### src/rtl/adding_machine_controller.sv
`default_nettype none
// ============================================================================
// Module      : adding_machine_controller
// Description : Control sequencer for a small accumulator machine with the
//               instruction set LDA / STA / ADD / JMP. The sequence for each
//               instruction is FETCH, DECODE, then one execute state. Memory
//               accesses stall on mem_rdy and fall into a sticky ERROR state
//               when TIMEOUT stall cycles pass without a handshake.
// Ports       : clk, reset       - clock, asynchronous active-high reset
//               op_code[1:0]     - IR opcode (00 LDA, 01 STA, 10 ADD, 11 JMP)
//               mem_rdy          - completion strobe for rd_mem / wr_mem
//               halt             - stop request, sampled between instructions
//               ir_on_adr .. select, rd_mem, wr_mem - datapath/memory controls
//               err              - sticky memory-timeout flag
//               busy             - high except in IDLE and ERROR
//               instr_cnt[7:0]   - retired-instruction count (wraps)
// Revision    : 1.0 - initial release
// ============================================================================
module adding_machine_controller #(
    parameter int TIMEOUT = 15
) (
    input  logic       clk,
    input  logic       reset,
    input  logic [1:0] op_code,
    input  logic       mem_rdy,
    input  logic       halt,
    output logic       ir_on_adr,
    output logic       pc_on_adr,
    output logic       ld_ir,
    output logic       ld_ac,
    output logic       ld_pc,
    output logic       inc_pc,
    output logic       clr_pc,
    output logic       pass_add,
    output logic       select,
    output logic       rd_mem,
    output logic       wr_mem,
    output logic       err,
    output logic       busy,
    output logic [7:0] instr_cnt
);

    localparam logic [3:0] C_ST_CLR    = 4'd0;
    localparam logic [3:0] C_ST_IDLE   = 4'd1;
    localparam logic [3:0] C_ST_FETCH  = 4'd2;
    localparam logic [3:0] C_ST_DECODE = 4'd3;
    localparam logic [3:0] C_ST_LDA    = 4'd4;
    localparam logic [3:0] C_ST_STA    = 4'd5;
    localparam logic [3:0] C_ST_ADD    = 4'd6;
    localparam logic [3:0] C_ST_JMP    = 4'd7;
    localparam logic [3:0] C_ST_ERROR  = 4'd8;

    // Last wait-counter value that may still stall; one more stall times out.
    localparam logic [7:0] C_WAIT_LAST = 8'(TIMEOUT - 1);

    logic [3:0] state_q, state_d;
    logic [7:0] wait_q, wait_d;
    logic [7:0] cnt_q, cnt_d;

    logic w_mem_state;
    logic w_stall;
    logic w_timeout;
    logic w_done;

    // ------------------------------------------------------------------
    // State register
    // ------------------------------------------------------------------
    always_ff @(posedge clk or posedge reset) begin
        if (reset) begin
            state_q <= C_ST_CLR;
            wait_q  <= 8'd0;
            cnt_q   <= 8'd0;
        end else begin
            state_q <= state_d;
            wait_q  <= wait_d;
            cnt_q   <= cnt_d;
        end
    end

    // ------------------------------------------------------------------
    // Next-state logic
    // ------------------------------------------------------------------
    always_comb begin
        w_mem_state = (state_q == C_ST_FETCH) || (state_q == C_ST_LDA) ||
                      (state_q == C_ST_STA);
        w_stall     = w_mem_state && !mem_rdy;
        w_timeout   = w_stall && (wait_q == C_WAIT_LAST);
        w_done      = (((state_q == C_ST_LDA) || (state_q == C_ST_STA)) && mem_rdy) ||
                      (state_q == C_ST_ADD) || (state_q == C_ST_JMP);

        // Any non-stall cycle clears the counter, so it is always zero on
        // entry to a memory-wait state (those are never entered from
        // themselves).
        wait_d = w_stall ? (wait_q + 8'd1) : 8'd0;
        cnt_d  = w_done  ? (cnt_q + 8'd1)  : cnt_q;

        state_d = state_q;
        case (state_q)
            C_ST_CLR,
            C_ST_IDLE:   state_d = halt ? C_ST_IDLE : C_ST_FETCH;
            C_ST_FETCH: begin
                if (mem_rdy)        state_d = C_ST_DECODE;
                else if (w_timeout) state_d = C_ST_ERROR;
            end
            C_ST_DECODE: begin
                case (op_code)
                    2'b00:   state_d = C_ST_LDA;
                    2'b01:   state_d = C_ST_STA;
                    2'b10:   state_d = C_ST_ADD;
                    default: state_d = C_ST_JMP;
                endcase
            end
            C_ST_LDA,
            C_ST_STA: begin
                // mem_rdy wins over a timeout in the same cycle.
                if (mem_rdy)        state_d = halt ? C_ST_IDLE : C_ST_FETCH;
                else if (w_timeout) state_d = C_ST_ERROR;
            end
            C_ST_ADD,
            C_ST_JMP:    state_d = halt ? C_ST_IDLE : C_ST_FETCH;
            C_ST_ERROR:  state_d = C_ST_ERROR;
            default:     state_d = C_ST_ERROR;
        endcase
    end

    // ------------------------------------------------------------------
    // Output decode
    // ------------------------------------------------------------------
    always_comb begin
        ir_on_adr = 1'b0;
        pc_on_adr = 1'b0;
        ld_ir     = 1'b0;
        ld_ac     = 1'b0;
        ld_pc     = 1'b0;
        inc_pc    = 1'b0;
        clr_pc    = 1'b0;
        pass_add  = 1'b0;
        select    = 1'b0;
        rd_mem    = 1'b0;
        wr_mem    = 1'b0;
        err       = 1'b0;
        busy      = 1'b1;
        case (state_q)
            C_ST_CLR:    clr_pc = 1'b1;
            C_ST_IDLE:   busy   = 1'b0;
            C_ST_FETCH: begin
                pc_on_adr = 1'b1;
                rd_mem    = 1'b1;
                ld_ir     = mem_rdy;
            end
            C_ST_DECODE: inc_pc = 1'b1;
            C_ST_LDA: begin
                ir_on_adr = 1'b1;
                rd_mem    = 1'b1;
                ld_ac     = mem_rdy;
            end
            C_ST_STA: begin
                ir_on_adr = 1'b1;
                wr_mem    = 1'b1;
            end
            C_ST_ADD: begin
                pass_add = 1'b1;
                select   = 1'b1;
                ld_ac    = 1'b1;
            end
            C_ST_JMP:    ld_pc  = 1'b1;
            default: begin
                err  = 1'b1;
                busy = 1'b0;
            end
        endcase
    end

    assign instr_cnt = cnt_q;

endmodule
`default_nettype wire

### config.mk
export PLATFORM = sky130hd
export DESIGN_NAME = adding_machine_controller
export DESIGN_NICKNAME = d
export VERILOG_FILES = /design/src/rtl/adding_machine_controller.sv
export SDC_FILE = /design/constraint.sdc
export NUM_CORES = 1
export LEC_CHECK = 0
export ABC_AREA = 1
export CORE_ASPECT_RATIO = 1.1
export CORE_UTILIZATION = 44
export DETAILED_ROUTE_END_ITERATION = 10
export PLACE_DENSITY = 0.71
export SETUP_SLACK_MARGIN = 0.15
export SLEW_MARGIN = 30
export SYNTH_ARGS = -nofsm -noshare
export SYNTH_HDL_FRONTEND = slang
export SYNTH_SLANG_ARGS = --single-unit
### constraint.sdc
create_clock -name clk -period 1.05 [get_ports clk]
set_input_delay 0.21 -clock clk [delete_from_list [all_inputs] [get_ports clk]]
set_output_delay 0.21 -clock clk [all_outputs]
set_load 0.02 [all_outputs]
==> results.tsv, run 1 <==
metric	value	unit
fin_setup_tns	-12.43	ns
grt_pass1_wl	5.97	mm
cp_max_fo	4	
dp_cells	252	
cts.htree.levels	1	
cp_slowest_stage_delay	0.43	ns
grt_overflow	0	
place_congestion	0.832	
required	0.84	ns
cts-root-buf	clkbuf_4	
ys_types	25	
grt.total_usage	27.3	%
setup_ws	-0.544	ns
yosysTopAreaCellShare	41.5	%
fill_cells	111	
cts_tree	built	
critPathLaunchType	register	
crit_slowest_cell	dfrtp_1	
die_w	51.9	µm
leakage	1.11	nW
ys.flop_type	dfrtp_1	
finalSetupViolCount	41	
core_area	2540	µm²
syn_to_final_growth	85.6	%
cpMostUsedCell	buf_6	
yosysTopAreaCell	dfrtp_1	
drv_slew	0	
syn_avg_cell_area	7.41	µm²
ys_seq_elements	20	
ff2ff_setup_slack	-0.40	ns
instances_no_fill	268	
status	complete, but fails checks	
fin_crit	1.59	ns
wl_per_cell	17.3	µm
async_flop_share	100	%
period_share	152	%
ys_seq_area_share	41.5	%
yosys_warnings	0	
powerDensity	599	nW/µm²
reg2reg_from	wait_q[0]$_DFF_PP0_	
synth_nets	172	
synth_edf_count	0	
final_core_util	88.1	%
violations	setup timing	
fmax	627	MHz
grt_pass1_vias	1355	
vias_per_cell	5.50	
antenna_found_initial	0	
r2r_cells	7	
clock_path_buffers	2	
ant_nets	0	
die_h	56.9	µm
regArea	507	µm²
relSlewSlack	80.7	%
multiInputGateArea	883	µm²
portBuffers	26	
worstMarginPinSlew	0.289	ns
grt_max_degree	21	
max_cap_violations	0	
clkLatencyLatePin	0.31	ns
fp.dieArea	2960	µm²
drcViolationCount	0	
vdd_ir_drop_max	0.00109	V
worstSetupEndpointType	output port	
postCtsHoldBufs	0	
dr.pass1.iters	4	
critPathKind	reg2out	
num_antenna_cells	0	
finalClockSkew	0.000875	ns
netlist_area	1210	µm²
drtIter0Drc	35	
syn_inst	163	
cts_made_buffers	3	
synth_area_leaders	dfrtp_1 (41%), nand2_1 (14%), nor2_1 (7.8%), inv_1 (6.5%), nand3_1 (5.4%)	
clock-sinks	20	
drive_gt1_share	58.6	%
initial_core_util	47.5	%
regToRegEndpoint	state_q[1]$_DFF_PP0_	
pin_count	27	
vias	1473	
rsz0062_at_grt	yes	
path_cells	buf_6, buf_4, nor3_4, buf_6	
path_clk_slew	0.11	ns
hpwl	2.41	mm
num_rows	19	
wl	4.63	mm
min_path_type	in2async	
total_power	1.34	mW
finalHoldViolCount	0	
layout.nets	247	
critPathArrivalTime	1.38	ns
-- cell usage after synthesis (3+ instances only) --
cell type / instances
nand2_1: 46
nor2_1: 25
inv_1: 21
dfrtp_1: 20
nand3_1: 13
a21oi_1: 4
nand4_1: 4
ha_1: 3
nor3b_2: 3
o21ai_0: 3
xor2_1: 3
-- routing by layer --
layer | wire, µm | track usage (%)
met5 | 0 | 0
met4 | 211 | 12.0
met3 | 238 | 1.87
met2 | 2450 | 49.3
met1 | 1730 | 32.4
-- kinds of logic (layout without fill, tap and decap cells) --
logic type | Yosys count | after routing | synth area share [%]
AOI/OAI and AO/OA | 12 | 12 | 5.70
xor gates and xnor gates | 5 | 5 | 3.63
adders and majority gates | 3 | 3 | 3.11
buffers and inverters | 25 | 99 | 8.19
DFF | 20 | 20 | 41.5
and+or+nand+nor | 98 | 98 | 37.9
-- flip-flops by register name (all words and copies together) (netlist names) --
signal,flops
instr_cnt,8
state_q,4
wait_q,8
-- worst max-delay path by stage --
stage                                    start     end  slack, ns  cells after the start
after floorplan           state_q[3]$_DFF_PP0_   ld_ac      -0.19                      5
after global placement                 mem_rdy   ld_ac      -0.77                      6
after detailed placement               mem_rdy   ld_ac      -0.79                      6
after CTS                 state_q[3]$_DFF_PP0_  rd_mem      -0.50                      4
after global routing      state_q[1]$_DFF_PP0_  wr_mem      -0.63                      4
final                     state_q[1]$_DFF_PP0_  wr_mem      -0.54                      4
-- placed cells by master (no fill, tap or decap), types with 6 or more instances in the layout --
| cell | n |
|---|---|
| nand3_1 | 6 |
| buf_6 | 30 |
| dfrtp_1 | 15 |
| inv_1 | 15 |
| nor2_1 | 10 |
| nand2_2 | 14 |
| nand2_1 | 30 |
| buf_4 | 37 |
| nor2_4 | 12 |
-- timing repair --
item / CTS / global route
setup endpoints to repair: 41 / 41
pin swaps: 16 / 13
buffers inserted: 10 / 1
cloned: 1 / 0
hold endpoints to repair: 0 / 0
resized for setup: 157 / 38
-- per-stage QoR --
stage	worst slack [ns]	hold WS [ns]	cell area, µm²
after global placement	-0.772	0.473	1840
final	-0.544	0.206	2240
after global routing	-0.627	0.237	2240
after detailed placement	-0.787	0.492	1840
after CTS	-0.496	0.219	2100
after floorplan	-0.187	0.174	1280
-- cell type report --
cell class / instances / share of cell area [%]
multi-input combinational: 118 / 39.4
clock buffer: 4 / 1.62
tap: 31 / 1.73
sequential: 20 / 22.6
timing repair buffer: 73 / 30.6
inverter: 22 / 4.02
-- power breakdown --
group	internal [mW]	switching [mW]
combinational	0.0529	0.0570
sequential	0.774	0.00386
clock	0.212	0.243
total	1.04	0.304
-- critical path: cells and delay by family (launching register included) --
family,cells,cell delay (ns)
buffers and inverters,3,0.44
AND/OR/NAND/NOR,1,0.20
flip-flops,1,0.43
No activity file was read; power rests on OpenSTA's default activity.
==> run 2, diff against run 1 <==
CORE_MARGIN = 2   (was unset)
==> run 2 against run 1 <==
Compared with the run above:
- the run still ends with setup timing left
- highest routed layer unchanged
- utilization shrank 2.6 points
- global-route usage shrank 1.7 points
- critical path type unchanged
- sequential cell count is the same
- non-clock buffer count shrank 3
==> results.tsv, run 2 (synthesis gave the netlist of run 1 again) <==
metric	value	unit
die_h	58.9	µm
mostFrequentLayoutCell	buf_4	
vdd_ir_drop_max	0.00103	V
vias	1403	
cp_num_buf_inv	3	
finalClockSkew	0.00598	ns
dr.pass1.iters	4	
initial_core_util	47.5	%
pin_count	27	
final_core_util	85.5	%
clock-sinks	20	
fp.dieArea	3180	µm²
swShare	22.3	%
portBuffers	26	
drv_slew	0	
place_congestion	0.770	
worstSetupEndpointType	output port	
whs	0.205	ns
cp_slowest_stage_delay	0.43	ns
ant_nets	0	
crit_slowest_cell	dfrtp_1	
num_antenna_cells	0	
antenna_found_initial	0	
critPathArrivalTime	1.39	ns
grt_util_met3	3.30	%
layout.nets	244	
p_switching	0.301	mW
critPathKind	reg2out	
relSlewSlack	84.3	%
rsz0062_at_grt	yes	
fin_crit	1.60	ns
path_clk_slew	0.11	ns
hpwl	2.39	mm
wl	3.93	mm
r2r_cells	7	
drtIter0Drc	33	
reg2reg_from	state_q[1]$_DFF_PP0_	
ff2ff_setup_slack	-0.33	ns
wl_per_cell	14.8	µm
leakage	1.09	nW
die_w	53.9	µm
internal_power	1.04	mW
cpMostUsedCell	buf_4	
finalSetupViolCount	41	
p_seq_share	57.8	%
clkLatencyLatePin	0.30	ns
path_delay_family	buffers and inverters	
clock_path_buffers	2	
fmax	626	MHz
setup_ws	-0.547	ns
grt_max_degree	21	
grt_pass1_vias	1413	
worstMarginPinSlew	0.236	ns
combPwrFrac	8.7	%
cts.htree.levels	1	
use_met2	46.3	%
max_cap_violations	0	
drive_gt1_share	55.6	%
cp_max_fo	4	
grt_use_met1	29.2	%
layout_common_cells	buf_4 (39), nand2_1 (32), buf_6 (24), dfrtp_1 (16), inv_1 (15)	
syn_to_final_growth	80.2	%
core_area	2540	µm²
powerDensity	618	nW/µm²
cts_tree	built	
period_share	152	%
grt.busiest_layer	met2	
cts-root-buf	clkbuf_4	
min_path_type	in2async	
grt.total_usage	25.6	%
critPathLaunchType	register	
clkPwrFrac	33.5	%
vias_per_cell	5.29	
num_rows	19	
drcViolationCount	0	
finalHoldViolCount	0	
path_cells	buf_6, buf_4, nor3_2, buf_4	
regToRegEndpoint	wait_q[4]$_DFF_PP0_	
status	complete, but fails checks	
violations	setup timing	
required	0.84	ns
grt_pass1_wl	5.93	mm
grt_overflow	0	
postCtsHoldBufs	0	
cts_made_buffers	3	
## run 2: worst max-delay path by stage
stage	slack (ns)	endpoint	from	depth (start not counted)
global placement	-0.78	ld_ac	mem_rdy	6
global route	-0.56	wr_mem	state_q[2]$_DFF_PP0_	5
finish	-0.55	wr_mem	state_q[1]$_DFF_PP0_	4
floorplan	-0.19	ld_ac	state_q[3]$_DFF_PP0_	5
CTS	-0.52	busy	state_q[2]$_DFF_PP0_	5
detailed placement	-0.77	ld_ac	mem_rdy	6
## run 2: cell type report
class	instances	area (µm²)
Sequential cell	20	505
Inverter	22	85.1
Multi-Input combinational cell	118	862
Timing Repair Buffer	70	648
Fill cell	124	368
Tap cell	31	38.8
Clock buffer	4	36.3
## run 2: timing repair
item | in CTS | in global routing
endpoints found under the setup margin | 41 | 41
gates cloned | 1 | 0
pin swaps | 11 | 9
gates resized for setup | 144 | 36
setup buffers | 6 | 3
## run 2: stage by stage
| stage | total power [mW] | instance area (µm²) | TNS [ns] | instances | worst slack [ns] |
|---|---|---|---|---|---|
| CTS | 1.34 | 1990 | -10.51 | 262 | -0.516 |
| global placement | 0.885 | 1830 | -13.24 | 251 | -0.776 |
| global route | 1.39 | 2180 | -12.58 | 265 | -0.565 |
| finish | 1.35 | 2180 | -11.01 | 265 | -0.547 |
| detailed placement | 0.886 | 1830 | -13.96 | 251 | -0.768 |
| floorplan | 0.825 | 1280 | -2.47 | 163 | -0.187 |
## run 2: per-layer routing
layer / vias to the layer above / share of wire, %
met5: - / 0
met4: 0 / 3.0
met3: 17 / 5.0
met2: 56 / 54
met1: 675 / 38
li1: 655 / -
## run 2: worst reg2reg max path, cell delays in order (launching register included)
cell,delay (ns)
dfrtp_1,0.43
inv_2,0.14
buf_4,0.16
nand3_4,0.09
buf_6,0.14
nand2_8,0.08
nand2_8,0.09
nor3b_2,0.19
## run 2: power groups by stage
stage / sequential [mW] / combinational (mW) / clock [mW]
after detailed placement: 0.791 / 0.0949 / 0
after global routing: 0.778 / 0.127 / 0.488
after CTS: 0.777 / 0.104 / 0.461
after floorplan: 0.800 / 0.0247 / 0
after global placement: 0.791 / 0.0938 / 0
final: 0.778 / 0.117 / 0.451
==> patch 1, RTL diff (settings of run 2) <==
Reset style: synchronous (`reset`), changed in one clocked block. Comments in the files are not updated.
--- a/src/rtl/adding_machine_controller.sv
+++ b/src/rtl/adding_machine_controller.sv
@@ -67,3 +67,3 @@
     // ------------------------------------------------------------------
-    always_ff @(posedge clk or posedge reset) begin
+    always_ff @(posedge clk) begin
         if (reset) begin
Formal check against the unedited RTL: differs if reset is asserted again (counterexample within 4 cycles, from zero or initial values and one cycle with reset high); with reset held inactive, the same outputs for 10 cycles.
==> patch 1 against run 2 <==
  * The flow still finishes with violations (negative setup slack)
  * Wire length grew 20%
  * First-iteration DRC count grew to 2.8 times the old value
  * Area after synthesis shrank 3.8%
  * Worst setup slack gained 0.071 ns
  * Cell area grew 3.4%
  * Global-route usage grew 2.4 points
  * Critical path depth is the same
  * Sequential cell count is the same
  * Synthesized cell count grew 2.5%
  * Largest cell class unchanged
Power is not compared: it rests on default switching activity, and its combinational part moved more than twofold at a synthesized area within 25%.
==> patch 1: results (changes against run 2) <==
Routing
  • DR iter-0 viols: 92 (+180%)
  • DR pass1 iterations: 6 (+2)
  • Routed WL: 4.71 mm (+20%)
  • Wire per inst: 16.9 µm (+14%)
  • Total number of vias: 1,526 (+8.8%)

Timing
  • Tightest Pin Transition: 0.281 ns (+0.0457 ns)
  • Post-Route Skew: 0.00979 ns (+0.00381 ns)
  • Hold Worst Slack: 0.575 ns (+0.370 ns)
  • Setup TNS Final: -11.93 ns (-0.917 ns)
  • Final setup violation count: 33 (-20%)
  • Fin worst setup slack: -0.476 ns (+0.0708 ns)

GRT
  • Initial antenna violation count: 0 (unchanged)
  • GRT Overall Usage: 0.280 (+0.0241)
  • First-pass GRT wire length: 6.33 mm (+6.7%)
  • Largest net degree at the start of global routing: 13 (-38%)
  • Vias in the first global route: 1,415 (+0.14%)

Outcome
  • Outcome: finished with violations
  • Failing checks: negative setup slack

Placed design
  • Placed insts: 261 (+4.0%)
  • Post-DP HPWL: 2.54 mm (+6.0%)
  • Placer Congestion: 0.859 (+12%)
  • I/O Buffers: 26 (unchanged)
  • Place WS: -0.768 ns (+0.000451 ns)
  • Placed instance area: 1920 µm² (+4.6%)

Cells and area
  • # diodes: 0 (unchanged)
  • Share of layout cells above drive strength 1: 0.593 (+0.0372)

Setup path
  • Worst EP arrival: 1.32 ns (-0.07 ns)
  • Worst Reg-to-Reg Cells: 10 (+3)
  • Delay-heaviest family, CP: flip-flops
  • Worst R2R Start: state_q[2]
  • CP endpoint: rd_mem
  • CP max stage delay: 0.41 ns (-0.02 ns)
  • RR Endpoint: instr_cnt[7]
  • R2R setup slack: -0.45 ns (-0.12 ns)
  • Slowest CP cell: dfxtp_4

Yosys
  • Syn_area_per_cell: 6.95 µm² (-6.1%)
  • Synth area leaders: dfxtp_1 (34%), nand2_1 (11%), nor2_1 (11%), inv_1 (6.5%), nand3_1 (4.3%)
  • Predominant post-synthesis flop cell: dfxtp_1
  • Commonest cells post-synth: nand2_1 (33), nor2_1 (33), dfxtp_1 (20), inv_1 (20), nand3_1 (10)
  • Mapped Nets: 176 (+2.3%)
  • Share of flip-flops with an asynchronous set or reset: 0 (-1.00)
  • Seq/Total Area, Yosys: 0.345 (-0.0697)
  • Synth unique cells: 28 (+12%)

CTS
  • Register clock-pin slew on the reported worst setup and hold paths: 0.13 ns (+0.02 ns)
  • Total CTS buffers: 3 (unchanged)
  • Worst skew pair latency: 0.32 ns (+0.02 ns)

Hold path
  • End of the worst hold path: wait_q[0]
  • HP Start: wait_q[0]
  • Hold crit path type: reg -> reg

Power
  • Net switching power: 564 µW
patch 1: cell types whose count changed in the layout (fill, tap and decap cells not counted), moves of 5 or more:
cell | run 2 | this run
dfxtp_4 | 0 | 5
a21oi_2 | 1 | 6
nand2_2 | 10 | 5
dfxtp_2 | 0 | 9
buf_4 | 39 | 46
dfrtp_1 | 16 | 0
nor2_1 | 13 | 18
dfxtp_1 | 0 | 6
patch 1: metrics by stage:
stage               total power, µW  utilization
floorplan                      1020            -
global placement               1210        0.767
detailed placement             1220        0.767
CTS                            1890        0.869
global route                   2010        0.901
finish                         1960        0.901
patch 1: final cells by class:
cell class              instances  area (µm²)
clock buffers                   3        22.5
clock inverters                 1        30.0
fillers                       102         246
inverters                      23        96.3
multi-input cells             120         872
flip-flops and latches         20         430
well taps                      31        38.8
repair buffers                 81         759
patch 1: metal layers:
metal / vias to the layer above / GRT usage / share of wire
met3: 23 / 0.0387 / 0.057
li1: 686 / - / -
met2: 88 / 0.536 / 0.54
met5: - / 0 / 0
met4: 0 / 0.0806 / 0.041
met1: 729 / 0.313 / 0.36
patch 1: logic make-up after synthesis:
| kind of cell | synth area share |
|---|---|
| buffers and inverters | 0.0916 |
| AND/OR/NAND/NOR | 0.392 |
| XOR/XNOR | 0.0528 |
| AO/OA/AOI/OAI | 0.0862 |
| adder cells (fa/ha/maj) | 0.0323 |
| flip-flops | 0.345 |
patch 1: what timing repair did:
action	CTS	global route
gates resized for setup	146	18
pin swaps	12	8
endpoints found under the setup margin	41	41
buffers inserted	12	2
patch 1: worst register-to-register path, delay by kind of cell, from the launching register on:
kind                   cells  cell delay [ns]
AND/OR/NAND/NOR            6             0.52
buffers and inverters      4             0.51
flip-flops                 1             0.41
==> patch 2, RTL diff (flow settings as in run 2) <==
Without the edit above. Change the parameter `TIMEOUT` from 15 to 11.
--- a/src/rtl/adding_machine_controller.sv
+++ b/src/rtl/adding_machine_controller.sv
@@ -19,3 +19,3 @@
 module adding_machine_controller #(
-    parameter int TIMEOUT = 15
+    parameter int TIMEOUT = 11
 ) (
Function: same outputs for any inputs over 10 cycles, from zero or initial values and one cycle with reset high; that may be too few to reach the edited logic, so the function may still have changed.
==> patch 2 against run 2 <==
  * The run still ends with negative setup slack left
  * Wire length grew 2.5%
  * Power shrank 0.69%
  * Via count hardly changed
  * Global-route usage is 0.58 points lower
  * Area after synthesis is 0.31% higher
  * Maximum frequency shrank 2.0%
  * Die area rose by 0.29%
  * Cell area rose by 0.34%
  * Worst setup slack worse by 0.032 ns
  * Sequential cell count unchanged
  * Highest routed layer unchanged
==> patch 2: results (changes against run 2) <==
Power
  • Worst IR Drop VDD: 0.993 mV (-3.6%)
  • Leak Pwr: 0.00109 µW (+0.12%)

Timing
  • Setup TNS Final: -13.05 ns (-2.04 ns)
  • Hold Worst Slack: 0.203 ns (-0.00241 ns)
  • Tightest Pin Transition: 0.275 ns (+0.0388 ns)
  • Final setup violation count: 41 (unchanged)
  • Post-Route Skew: 0.00652 ns (+0.000540 ns)
  • Fin worst setup slack: -0.579 ns (-0.0321 ns)

Setup path
  • RR Endpoint: instr_cnt[0]
  • Worst EP arrival: 1.42 ns (+0.03 ns)
  • Critical path fanouts, max: 2 (-2)
  • Worst Reg-to-Reg Cells: 8 (+1)
  • R2R setup slack: -0.44 ns (-0.11 ns)
  • Worst R2R Start: state_q[1]

Yosys
  • Synth area leaders: dfrtp_1 (41%), nand2_1 (14%), nor2_1 (7.7%), inv_1 (6.8%), nand3_1 (5.4%)
  • Commonest cells post-synth: nand2_1 (46), nor2_1 (25), inv_1 (22), dfrtp_1 (20), nand3_1 (13)
  • Mapped Nets: 173 (+0.58%)
  • Syn_area_per_cell: 7.39 µm² (-0.30%)
  • YS warnings: 0 (unchanged)
  • Seq/Total Area, Yosys: 0.413 (-0.00128)
  • Share of flip-flops with an asynchronous set or reset: 1.00 (unchanged)

Placed design
  • I/O Buffers: 26 (unchanged)
  • Placed instance area: 1840 µm² (+0.62%)
  • Place WS: -0.751 ns (+0.0172 ns)
  • Placer Congestion: 0.845 (+9.9%)
  • Placed insts: 253 (+0.80%)
  • Post-DP HPWL: 2.49 mm (+4.0%)

Cells and area
  • Layout Cells excl Fill: 269 (+1.5%)
  • Inverter count: 23 (+4.5%)
  • Clock network share of area: 0.0166 (-0.0000573)
  • # diodes: 0 (unchanged)
  • Signal buf overhead: 0.311 (+0.0127)
  • Share of layout cells above drive strength 1: 0.525 (-0.0303)
  • Area of the multi-input gates: 828 µm² (-3.9%)
  • Seq_cells: 20 (unchanged)
  • Nonclk buf count: 73 (+4.3%)
  • Post-Route Utilization: 0.850 (-0.00500)
  • #MultiIn Comb: 118 (unchanged)
  • Filler cells: 133 (+7.3%)

Hold path
  • Hold crit path type: in -> async

Routing
  • Vias/cell: 5.21 (-1.6%)
  • DR iter-0 viols: 46 (+39%)
  • Routed WL: 4.03 mm (+2.5%)

GRT
  • Vias in the first global route: 1,356 (-4.0%)
  • First-pass GRT wire length: 5.80 mm (-2.2%)
  • GRT Overall Usage: 0.250 (-0.00578)

Outcome
  • Outcome: finished with violations
  • Failing checks: negative setup slack

CTS
  • Clock root cell: clkbuf_4
  • Worst skew pair latency: 0.31 ns
  • CTS Buffer Depth: 2 (unchanged)
  • Register clock-pin slew on the reported worst setup and hold paths: 0.11 ns (about the same)
-- patch 2: metal layers --
layer / part of all wire / track usage / vias up
li1: - / - / 664
met1: 0.40 / 0.307 / 666
met2: 0.52 / 0.446 / 60
met3: 0.055 / 0.0152 / 12
met4: 0.028 / 0.107 / 0
met5: 0 / 0 / -
-- patch 2: critical path: stages, from the launching register on --
cell     delay [ns]
dfrtp_1        0.44
buf_6          0.13
buf_6          0.10
nor2_4         0.13
nor2_4         0.06
inv_2          0.09
nor2_4         0.03
buf_6          0.12
-- patch 2: worst max path at each step --
stage                     startpoint  endpoint  slack (ns)  cells past startpoint
after detailed placement     mem_rdy     ld_ac       -0.75                      6
after CTS                 state_q[1]     ld_ac       -0.53                      7
after floorplan           state_q[3]     ld_ac       -0.19                      5
after global routing      state_q[1]     ld_ir       -0.62                      8
final                     state_q[1]     ld_ac       -0.58                      7
after global placement       mem_rdy     ld_ac       -0.75                      6
-- patch 2: power breakdown --
group          internal [µW]  switching, µW  leakage, µW  total [µW]
combinational           51.1           57.2     0.000804         108
clock                    212            239    0.0000210         450
sequential               774           3.04     0.000265         777
-- patch 2: timing repair --
action | in CTS | in global routing
hold buffers | 0 | 0
setup endpoints to repair | 41 | 41
pin swaps | 11 | 17
gates resized for setup | 150 | 26
setup buffers | 6 | 5
gates cloned | 1 | 0
-- patch 2: cells by family after synthesis --
| group | share of synthesized area |
|---|---|
| flops | 0.413 |
| fa+ha+maj | 0.0310 |
| simple gates | 0.378 |
| buf+inv | 0.0847 |
| xor+xnor | 0.0362 |
| compound gates | 0.0568 |
